## src/rtl/project_ugpe_xdrop.sv

```systemverilog
// ---------------------------------------------------------------------------
// project_ugpe_xdrop
//   Ungapped seed-extension engine for the BLASTN accelerator. Accepts one
//   seed hit together with a packed query window and database window, then
//   walks right from the seed and afterwards left of it, one base pair per
//   clock. Each direction stops on an X-drop test or at the window edge.
//   The result carries the combined score, extension length and start
//   coordinates. The four store addresses are passed through unchanged.
//
// Ports
//   clk          clock
//   reset        asynchronous active-low reset
//   istream_*    val/rdy input message:
//                {addr_score, addr_len, addr_d_start, addr_q_start,
//                 d_hit, q_hit, database, query}   (query at LSB)
//   ostream_*    val/rdy result message:
//                {addr_score, addr_len, addr_d_start, addr_q_start,
//                 d_start, q_start, len, score}     (score at LSB, signed)
//
// Sequences are packed two bits per base, with base k at bits [2k+1:2k].
// ---------------------------------------------------------------------------

// One extension step: scores one base pair and evaluates the X-drop test.
module project_ugpe_xdrop_step #(
    parameter int MATCH    = 1,
    parameter int MISMATCH = 1,
    parameter int XDROP    = 3
) (
    input  logic [1:0]         q_base,
    input  logic [1:0]         d_base,
    input  logic signed [31:0] cur,
    input  logic signed [31:0] best,
    output logic signed [31:0] cur_nx,
    output logic signed [31:0] best_nx,
    output logic               better,
    output logic               drop
);
    localparam logic signed [31:0] MATCH_S    = 32'(MATCH);
    localparam logic signed [31:0] MISMATCH_S = 32'(MISMATCH);
    localparam logic signed [31:0] XDROP_S    = 32'(XDROP);

    always_comb begin
        cur_nx  = (q_base == d_base) ? cur + MATCH_S : cur - MISMATCH_S;
        // A strict improvement is required, so on a tie the shorter extent wins.
        better  = cur_nx > best;
        best_nx = better ? cur_nx : best;
        drop    = (best_nx - cur_nx) > XDROP_S;
    end
endmodule

module project_ugpe_xdrop #(
    parameter int SEQ_LEN  = 16,
    parameter int MATCH    = 1,
    parameter int MISMATCH = 1,
    parameter int XDROP    = 3
) (
    input  logic                     clk,
    input  logic                     reset,
    input  logic                     istream_val,
    output logic                     istream_rdy,
    input  logic [4*SEQ_LEN+191:0]   istream_msg,
    output logic                     ostream_val,
    input  logic                     ostream_rdy,
    output logic [255:0]             ostream_msg
);
    localparam int             IW       = (SEQ_LEN > 1) ? $clog2(SEQ_LEN) : 1;
    localparam logic [IW-1:0]  LAST_IDX = IW'(SEQ_LEN - 1);
    localparam logic [31:0]    SEQ_LEN_W = 32'(SEQ_LEN);

    typedef struct packed {
        logic [31:0]            addr_score;
        logic [31:0]            addr_len;
        logic [31:0]            addr_d_start;
        logic [31:0]            addr_q_start;
        logic [31:0]            d_hit;
        logic [31:0]            q_hit;
        logic [2*SEQ_LEN-1:0]   database;
        logic [2*SEQ_LEN-1:0]   query;
    } req_t;

    typedef struct packed {
        logic [31:0] addr_score;
        logic [31:0] addr_len;
        logic [31:0] addr_d_start;
        logic [31:0] addr_q_start;
        logic [31:0] d_start;
        logic [31:0] q_start;
        logic [31:0] len;
        logic [31:0] score;
    } resp_t;

    typedef enum logic [1:0] {IDLE, EXT_R, EXT_L, DONE} state_t;

    state_t             state, state_nx;
    req_t               in_req, req;
    resp_t              res;

    logic signed [31:0] cur, best, rbest;
    logic signed [31:0] cur_nx, best_nx;
    logic [31:0]        cnt;            // bases examined in the current direction
    logic [31:0]        rlen, llen;
    logic [IW-1:0]      qi, dj;         // current query / database base index
    logic [1:0]         q_base, d_base;
    logic               better, drop, at_edge, term;
    logic               accept, in_oor, left_skip;

    assign in_req = istream_msg;

    // Gated with reset so the engine only advertises ready once released.
    assign istream_rdy = (state == IDLE) && reset;
    assign accept      = istream_val && istream_rdy;

    assign in_oor    = (in_req.q_hit >= SEQ_LEN_W) || (in_req.d_hit >= SEQ_LEN_W);
    assign left_skip = (req.q_hit == 32'd0) || (req.d_hit == 32'd0);

    assign q_base = req.query[{qi, 1'b0} +: 2];
    assign d_base = req.database[{dj, 1'b0} +: 2];

    project_ugpe_xdrop_step #(
        .MATCH    (MATCH),
        .MISMATCH (MISMATCH),
        .XDROP    (XDROP)
    ) u_step (
        .q_base  (q_base),
        .d_base  (d_base),
        .cur     (cur),
        .best    (best),
        .cur_nx  (cur_nx),
        .best_nx (best_nx),
        .better  (better),
        .drop    (drop)
    );

    // The walk ends after the base that sits on the window boundary.
    always_comb begin
        if (state == EXT_L) at_edge = (qi == '0) || (dj == '0);
        else                at_edge = (qi == LAST_IDX) || (dj == LAST_IDX);
        term = drop || at_edge;
    end

    // Result assembly. When the left pass is skipped or the seed is out of
    // range, best is still zero, so score reduces to the right-hand best.
    always_comb begin
        res.addr_score   = req.addr_score;
        res.addr_len     = req.addr_len;
        res.addr_d_start = req.addr_d_start;
        res.addr_q_start = req.addr_q_start;
        res.d_start      = req.d_hit - llen;
        res.q_start      = req.q_hit - llen;
        res.len          = rlen + llen;
        res.score        = rbest + best;
    end

    // ---------------------------------------------------------------- FSM
    always_ff @(posedge clk or negedge reset) begin
        if (!reset) state <= IDLE;
        else        state <= state_nx;
    end

    always_comb begin
        state_nx = state;
        case (state)
            IDLE:    if (accept)                     state_nx = in_oor ? DONE : EXT_R;
            EXT_R:   if (term)                       state_nx = left_skip ? DONE : EXT_L;
            EXT_L:   if (term)                       state_nx = DONE;
            DONE:    if (ostream_val && ostream_rdy) state_nx = IDLE;
            default:                                 state_nx = IDLE;
        endcase
    end

    // ----------------------------------------------------------- datapath
    always_ff @(posedge clk or negedge reset) begin
        if (!reset) begin
            req         <= '0;
            cur         <= '0;
            best        <= '0;
            rbest       <= '0;
            cnt         <= '0;
            rlen        <= '0;
            llen        <= '0;
            qi          <= '0;
            dj          <= '0;
            ostream_val <= 1'b0;
            ostream_msg <= '0;
        end else begin
            case (state)
                IDLE: begin
                    if (accept) begin
                        req   <= in_req;
                        cur   <= '0;
                        best  <= '0;
                        rbest <= '0;
                        cnt   <= '0;
                        rlen  <= '0;
                        llen  <= '0;
                        qi    <= in_req.q_hit[IW-1:0];
                        dj    <= in_req.d_hit[IW-1:0];
                    end
                end
                EXT_R: begin
                    cur  <= cur_nx;
                    best <= best_nx;
                    cnt  <= cnt + 32'd1;
                    qi   <= qi + IW'(1);
                    dj   <= dj + IW'(1);
                    if (better) rlen <= cnt + 32'd1;
                    if (term) begin
                        // Bank the right-hand best and restart just left of the seed.
                        rbest <= best_nx;
                        cur   <= '0;
                        best  <= '0;
                        cnt   <= '0;
                        qi    <= req.q_hit[IW-1:0] - IW'(1);
                        dj    <= req.d_hit[IW-1:0] - IW'(1);
                    end
                end
                EXT_L: begin
                    // best is kept on exit and serves as the left-hand best.
                    cur  <= cur_nx;
                    best <= best_nx;
                    cnt  <= cnt + 32'd1;
                    qi   <= qi - IW'(1);
                    dj   <= dj - IW'(1);
                    if (better) llen <= cnt + 32'd1;
                end
                DONE: begin
                    // The first DONE cycle registers the result. The message
                    // then stays frozen until the consumer takes it.
                    if (!ostream_val) begin
                        ostream_val <= 1'b1;
                        ostream_msg <= res;
                    end else if (ostream_rdy) begin
                        ostream_val <= 1'b0;
                    end
                end
                default: ;
            endcase
        end
    end
endmodule

```

## config.mk

```make
export PLATFORM = sky130hd
export DESIGN_NAME = project_ugpe_xdrop
export DESIGN_NICKNAME = d
export VERILOG_FILES = /design/src/rtl/project_ugpe_xdrop.sv
export SDC_FILE = /design/constraint.sdc
export NUM_CORES = 2
export LEC_CHECK = 0
export ABC_AREA = 0
export CORE_MARGIN = 5
export CORE_UTILIZATION = 49
export DETAILED_ROUTE_END_ITERATION = 10
export PLACE_DENSITY = 0.7
export SLEW_MARGIN = 40
export SYNTH_ARGS = -nofsm -noshare
export SYNTH_HDL_FRONTEND = slang
export SYNTH_SLANG_ARGS = --single-unit
```

## constraint.sdc

```tcl
create_clock -name clk -period 14 [get_ports clk]
set_clock_uncertainty 0.1 [all_clocks]
set_input_delay 2.8 -clock clk [delete_from_list [all_inputs] [get_ports clk]]
set_output_delay 2.8 -clock clk [all_outputs]
set_load 0.05 [all_outputs]
```

[Yosys cells after proc, flatten, opt, wreduce, memory -nomap -nowiden]
Index checks and enable logic that the tools add are counted.
Operators by class
  shifts and indexed selects: 2
  add/sub/neg operators: 14
  reduce and logical (&&, ||, !) cells: 23
  magnitude comparators: 4
  eq/ne operators: 12
  multiplexer cells: 30
  bitwise gates (word level): 1
Operators by type and width (count)
  32-bit case mux with 3 select lines: 3
  32-bit two-way mux: 8
  32-bit case mux with 2 select lines: 3
  32-bit subtractor: 3
  32-bit adder: 2
  32-bit by 5-bit >= comparator with 1-bit output (second input constant): 2
  32-bit logical NOT: 2
  32-bit by 6-bit indexed part select with 2-bit output: 2
  32-bit by 1-bit adder with 32-bit output (second input constant): 1
  32-bit by 2-bit adder with 32-bit output (second input constant): 1
  32-bit by 3-bit > comparator with 1-bit output (second input constant): 1
  32-bit > comparator: 1
  32-bit by 2-bit subtractor with 32-bit output (second input constant): 1
  4-bit case mux with 3 select lines: 2
  4-bit two-way mux: 4
  4-bit by 1-bit subtractor with 4-bit output (second input constant): 4
  2-bit != test (second input constant): 6
  2-bit two-way mux: 5
  3-bit AND reduction: 3
  4-bit by 1-bit adder with 4-bit output (second input constant): 2
  4-bit equality test (second input constant): 2
  4-bit logical NOT: 2
  2-bit case mux with 4 select lines: 1
  2-bit AND reduction: 3
  other kinds (11): 22
Storage, ports and cells
  bits of input ports: 260
  register bits: 715
  logic and storage cells: 105

[Longest topological paths before layout]
  word-level depth: 10
  mapped depth: 49
  mapped depth without buffers: 43

[Modules after synthesis]
A second synthesis with hierarchy kept.
Second synthesis, totals
  cell total of the unflattened synthesis: 4121
  area total of the unflattened synthesis: 39590.5 sq um
Modules (own cells, without submodules)
  project_ugpe_xdrop: area an instance 34775.9 sq um, instances 1, cells an instance 3426, seq. area each 17892.2 sq um
  project_ugpe_xdrop_step: area an instance 4814.6 sq um, instances 1, cells an instance 695, seq. area each 0.0 sq um

[Least setup slack after synthesis]
Ideal clock, no wire load.
  path kind: register to register
  from: register qi[0]
  to: register rbest[11]
  slack: 2.656 ns
  stages on the path, launching flop included: 47
  data arrival time: 11.116 ns
  path buffers: 6
  library setup time: 0.128 ns
  required time: 13.772 ns
  cell sequence: dfrtp_1 > buf_2 > mux4_2 > mux4_2 > xnor2_1 > nand2_1 > ha_1 > nor2b_1 > o31a_1 > o311ai_0 > nand3_1 > a2111oi_0 > nor4_1 > o31a_1 > or2_2 > a31oi_1 > xnor2_1 > ha_1 > [11 not listed] > ha_1 > inv_1 > fa_1 > a21o_1 > a221oi_4 > or2_1 > buf_4 > mux2i_1 > nand4_1 > or4_1 > nor4_1 > nand4_1 > or4_1 > buf_2 > nand3_1 > a21oi_1 > buf_2 > mux2_1
On the way
  cells in the longest elaborated chain, start to end: 10
Ends and longest elaborated chain
  from (decl): RTL line 102  | logic [IW-1:0] qi, dj;
  from (signal assigned): RTL line 196  | qi <= in_req.q_hit[IW-1:0];
  from (signal assigned): RTL line 204  | qi <= qi + IW'(1);
  from (signal assigned): RTL line 213  | qi <= req.q_hit[IW-1:0] - IW'(1);
  32-bit by 6-bit indexed part select with 2-bit output: RTL line 116  | assign q_base = req.query[{qi, 1'b0} +: 2];
  2-bit equality test: RTL line 43  | cur_nx = (q_base == d_base) ? cur + MATCH_S : cur - MISMATCH_S;
  32-bit two-way mux: RTL line 43
  32-bit > comparator: RTL line 45  | better = cur_nx > best;
  32-bit two-way mux: RTL line 46  | best_nx = better ? cur_nx : best;
  32-bit subtractor: RTL line 47  | drop = (best_nx - cur_nx) > XDROP_S;
  32-bit by 3-bit > comparator with 1-bit output: RTL line 47
  1-bit logical OR: RTL line 138  | term = drop || at_edge;
  2-bit != test (no source line)
  3-bit AND reduction (no source line)
  to (signal assigned): RTL line 209  | rbest <= best_nx;
  to (decl): RTL line 98  | logic signed [31:0] cur, best, rbest;
Several ways; a longest one is shown, not always the timed one. The select of a mux whose other input is x is not followed.
A chain may end at the register's enable or synchronous reset.

[Final worst setup path]
  from: register qi[0]
  to: register cnt[7]
On the way
  cells in the longest elaborated chain, start to end: 10
Ends and longest elaborated chain
  32-bit by 6-bit indexed part select with 2-bit output: RTL line 116
  2-bit equality test: RTL line 43
  32-bit two-way mux: RTL line 43
  32-bit > comparator: RTL line 45
  32-bit two-way mux: RTL line 46
  32-bit subtractor: RTL line 47
  32-bit by 3-bit > comparator with 1-bit output: RTL line 47
  1-bit logical OR (*): RTL line 138
  32-bit two-way mux (*): RTL line 207  | if (term) begin
  32-bit case mux with 3 select lines (*): RTL line 186  | case (state)
  to (signal assigned): RTL line 203  | cnt <= cnt + 32'd1;
  to (signal assigned): RTL line 221  | cnt <= cnt + 32'd1;
  to (decl): RTL line 100  | logic [31:0] cnt;
Mark *: on every way between the ends. The rest lies on a longest branch, timed or not.

==> summary.txt <==
Run status
  – Status: completed

Synthesis
  – Main synth FF type: dfrtp_1
  – Largest family of logic cells by synthesized area: simple AND/OR/NAND/NOR gates
  – Unique cell type count in the Yosys netlist: about 80
  – Adder-cell share of the synthesized area: 0.0766
  – Xor-xnor portion of the synthesized cell area: 0.0404
  – Mapped Avg Cell Area: a little under 9 µm²
  – Register area share after synthesis: 0.457
  – Number of flops mapped to enable cells by yosys: 0
  – Cell count after synthesis: around 4500
  – Ys async rst share: 1.00
  – Simple-gate share of the synthesized area: 0.215
  – Post-synthesis mux area share: 0.0262
  – Synth Area in Compound Gates: 0.142
  – Mapped Nets: roughly 5000
  – Post-synthesis register bit count: 715
  – Synth Cell Area: slightly below 40000 µm²
  – Ys Warns: 0

Placed design
  – Final HPWL DP: around 90 mm
  – IO Port Bufs: approximately 520
  – Pre-CTS WS: a little under 1 ns
  – RD Place Congestion: 0.933

Floorplan
  – Initial Util: 0.494
  – DIE AREA: roughly 86000 µm²
  – Core Box Area: 79100 µm²
  – Die Wd: 293 µm
  – Die Ht: between 200 and 300 µm
  – IO Pins: around 520
  – Row cnt: roughly 100

Detailed routing
  – # DRC: 0
  – Pre-antenna DRT Iters: 6
  – Number of DRC markers in iteration 0: 2790
  – Routed wire length: ~120 mm
  – Final ANT Viol Nets: 0
  – Total number of vias: approximately 34000
  – Routed length per instance: a little over 20 µm
  – Via density: approximately 5.5

Finish
  – Core Util, Final: 0.607
  – Fill count: a little under 7000
  – Commonest non-fill, non-tap cells in the layout: nand2_1 (1501), dfrtp_1 (715), clkdlybuf4s50_1 (516), o21ai_0 (308), ha_1 (229)
  – Most common cell after layout, fill and taps aside: nand2_1
  – Final nets: roughly 5500
  – Flip-flop and latch area: 17900 µm²
  – Multi-input gate area: between 15000 and 20000 µm²
  – Layout area overhead: 22.9%
  – Share of cells above drive strength 1: 0.0469

Timing
  – Crit path time final: about 13 ns
  – Final setup TNS: 0 ns
  – Max-slew headroom: 0.419
  – Final setup margin: approximately 0.94 ns
  – RSZ-0062 raised after global routing: no
  – Final Hold Fails: 0
  – Final setup violation count: 0
  – Worst Tran Pin Value: a little under 0.9 ns
  – Final period util: 0.933
  – Pins Over Slew Limit: 0
  – Max Freq: 76.6 MHz

Global routing
  – Vias in the first global route: about 32000
  – Gr ovfl total: 0
  – Overall Global Routing Usage: 0.278
  – Largest net degree at the start of global routing: just under 200
  – Antenna violations before repair: 33
  – First-pass GRT wire length: about 190 mm

Worst setup path
  – Crit. End Element: flop
  – WP data required: approximately 14 ns
  – Setup CP Type: reg2reg
  – Worst path top cell family by delay: compound AO/OA/AOI/OAI gates
  – Critical register-to-register path startpoint: qi[0]
  – CP startpoint: qi[0]
  – Crit Path Max Fanout: 32
  – Slowest-stage cell, CP: dfrtp_1
  – Crit path DAT: ~14 ns
  – Worst path buffer plus inverter count: 4
  – CP peak stage delay: just over 0.8 ns
  – Setup crit start kind: flop

Clock tree
  – Root Buffer: clkbuf_16
  – CTS Buf Count: a little under 80
  – TritonCTS clock tree: built
  – H-tree levels: 3
  – Sink Count: 715
  – Postcts setup bufs: 0
  – Clk buf depth: 3
  – CTS resizes: 0
  – Clock insertion delay at the later pin of the skew report: roughly 0.64 ns
  – CTS Hold Buffers Added: 0
  – CTS clk-pin slew, worst paths: 0.07 ns

Min path
  – Hold Crit Start: req[218]
  – Worst min path class: reg2reg

Flow run
  – Max-cap check violation count: 0
==> final cells by class <==
class                   count  area share
repair buffers            559       0.118
multi-input cells        3384       0.409
inverters                 219      0.0171
diodes                     28     0.00146
flip-flops and latches    715       0.372
clock inverters            31     0.00846
clock buffers             108      0.0465
well taps                1050      0.0273
==> final timing paths <==
kind,to,slack (ns),depth (start not counted)
worst min-delay path,ostream_msg[218],0.36,2
worst max-delay path,cnt[7],0.94,43
max in group asynchronous,ostream_msg[249],8.25,6
worst max register to register,cnt[7],0.94,43
min in group asynchronous,ostream_msg[43],1.99,1
worst min register to register,ostream_msg[218],0.36,2
==> registers in the layout, summed over array words and instances (netlist names), 4 cells and up <==
signal and count:
ostream_msg 256, req 256, best 32, cnt 32, cur 32, llen 32
rbest 32, rlen 32, dj 4, qi 4
==> worst reg2reg max path: cells and delay by family, from the launching register on <==
kind / cells / cell delay (ns)
xor gates and xnor gates: 2 / 0.39
and+or+nand+nor: 16 / 4.18
buffers and inverters: 4 / 1.34
DFF: 1 / 0.81
adders and majority gates: 3 / 1.15
AOI/OAI and AO/OA: 17 / 4.39
muxes: 1 / 0.60
==> cells by family after synthesis <==
group                    count (synthesis)
AO/OA/AOI/OAI                          887
AND/OR/NAND/NOR                       2003
multiplexers                            79
XOR/XNOR                               179
adder cells (fa/ha/maj)                236
flip-flops                             715
buffers and inverters                  423
==> Yosys cell counts (9+ instances only) <==
library cell / count / area (µm²)
mux2_1: 9 / 101
a31o_2: 12 / 105
nand2b_1: 37 / 231
a21boi_0: 11 / 82.6
a211oi_1: 19 / 143
dfrtp_1: 715 / 17900
or3_1: 22 / 138
o31ai_1: 26 / 195
nor2_1: 120 / 450
o21ai_1: 25 / 125
o22ai_1: 22 / 138
mux2_2: 9 / 101
o31a_1: 9 / 78.8
nor4_1: 33 / 206
ha_1: 230 / 2880
clkbuf_1: 180 / 676
nor2b_1: 27 / 169
o21ai_0: 308 / 1540
inv_1: 216 / 811
o21bai_1: 25 / 188
a31oi_1: 35 / 219
and2_1: 14 / 87.6
xnor2_1: 95 / 832
and3_1: 31 / 194
o21a_1: 37 / 278
mux2i_1: 44 / 440
nand4_1: 30 / 188
o211ai_1: 10 / 75.1
nand2_1: 1502 / 5640
buf_2: 9 / 45.0
nor3b_1: 10 / 75.1
nand3_1: 78 / 390
a21oi_1: 171 / 856
nand3b_1: 9 / 67.6
a22o_1: 35 / 307
mux4_2: 17 / 383
xor2_1: 83 / 727
a21o_1: 61 / 458
nor3_1: 48 / 240
==> layer usage <==
metal / track usage / part of all wire
met5: 0 / 0.00085
met3: 0.0598 / 0.073
met2: 0.439 / 0.46
met1: 0.384 / 0.43
met4: 0.0922 / 0.033
==> stage by stage <==
step,hold slack (ns),area (µm²),cells
2_1_floorplan,0.339,39100,4522
3_3_place_gp,0.344,45200,5922
3_5_place_dp,0.350,45200,5923
4_1_cts,0.363,47900,6062
5_1_grt,0.377,48000,6086
6_report,0.362,48100,6094
Power is left out: the tool's default activity adds up to more than one toggle a clock period on the data nets, which glitch-free logic cannot reach.
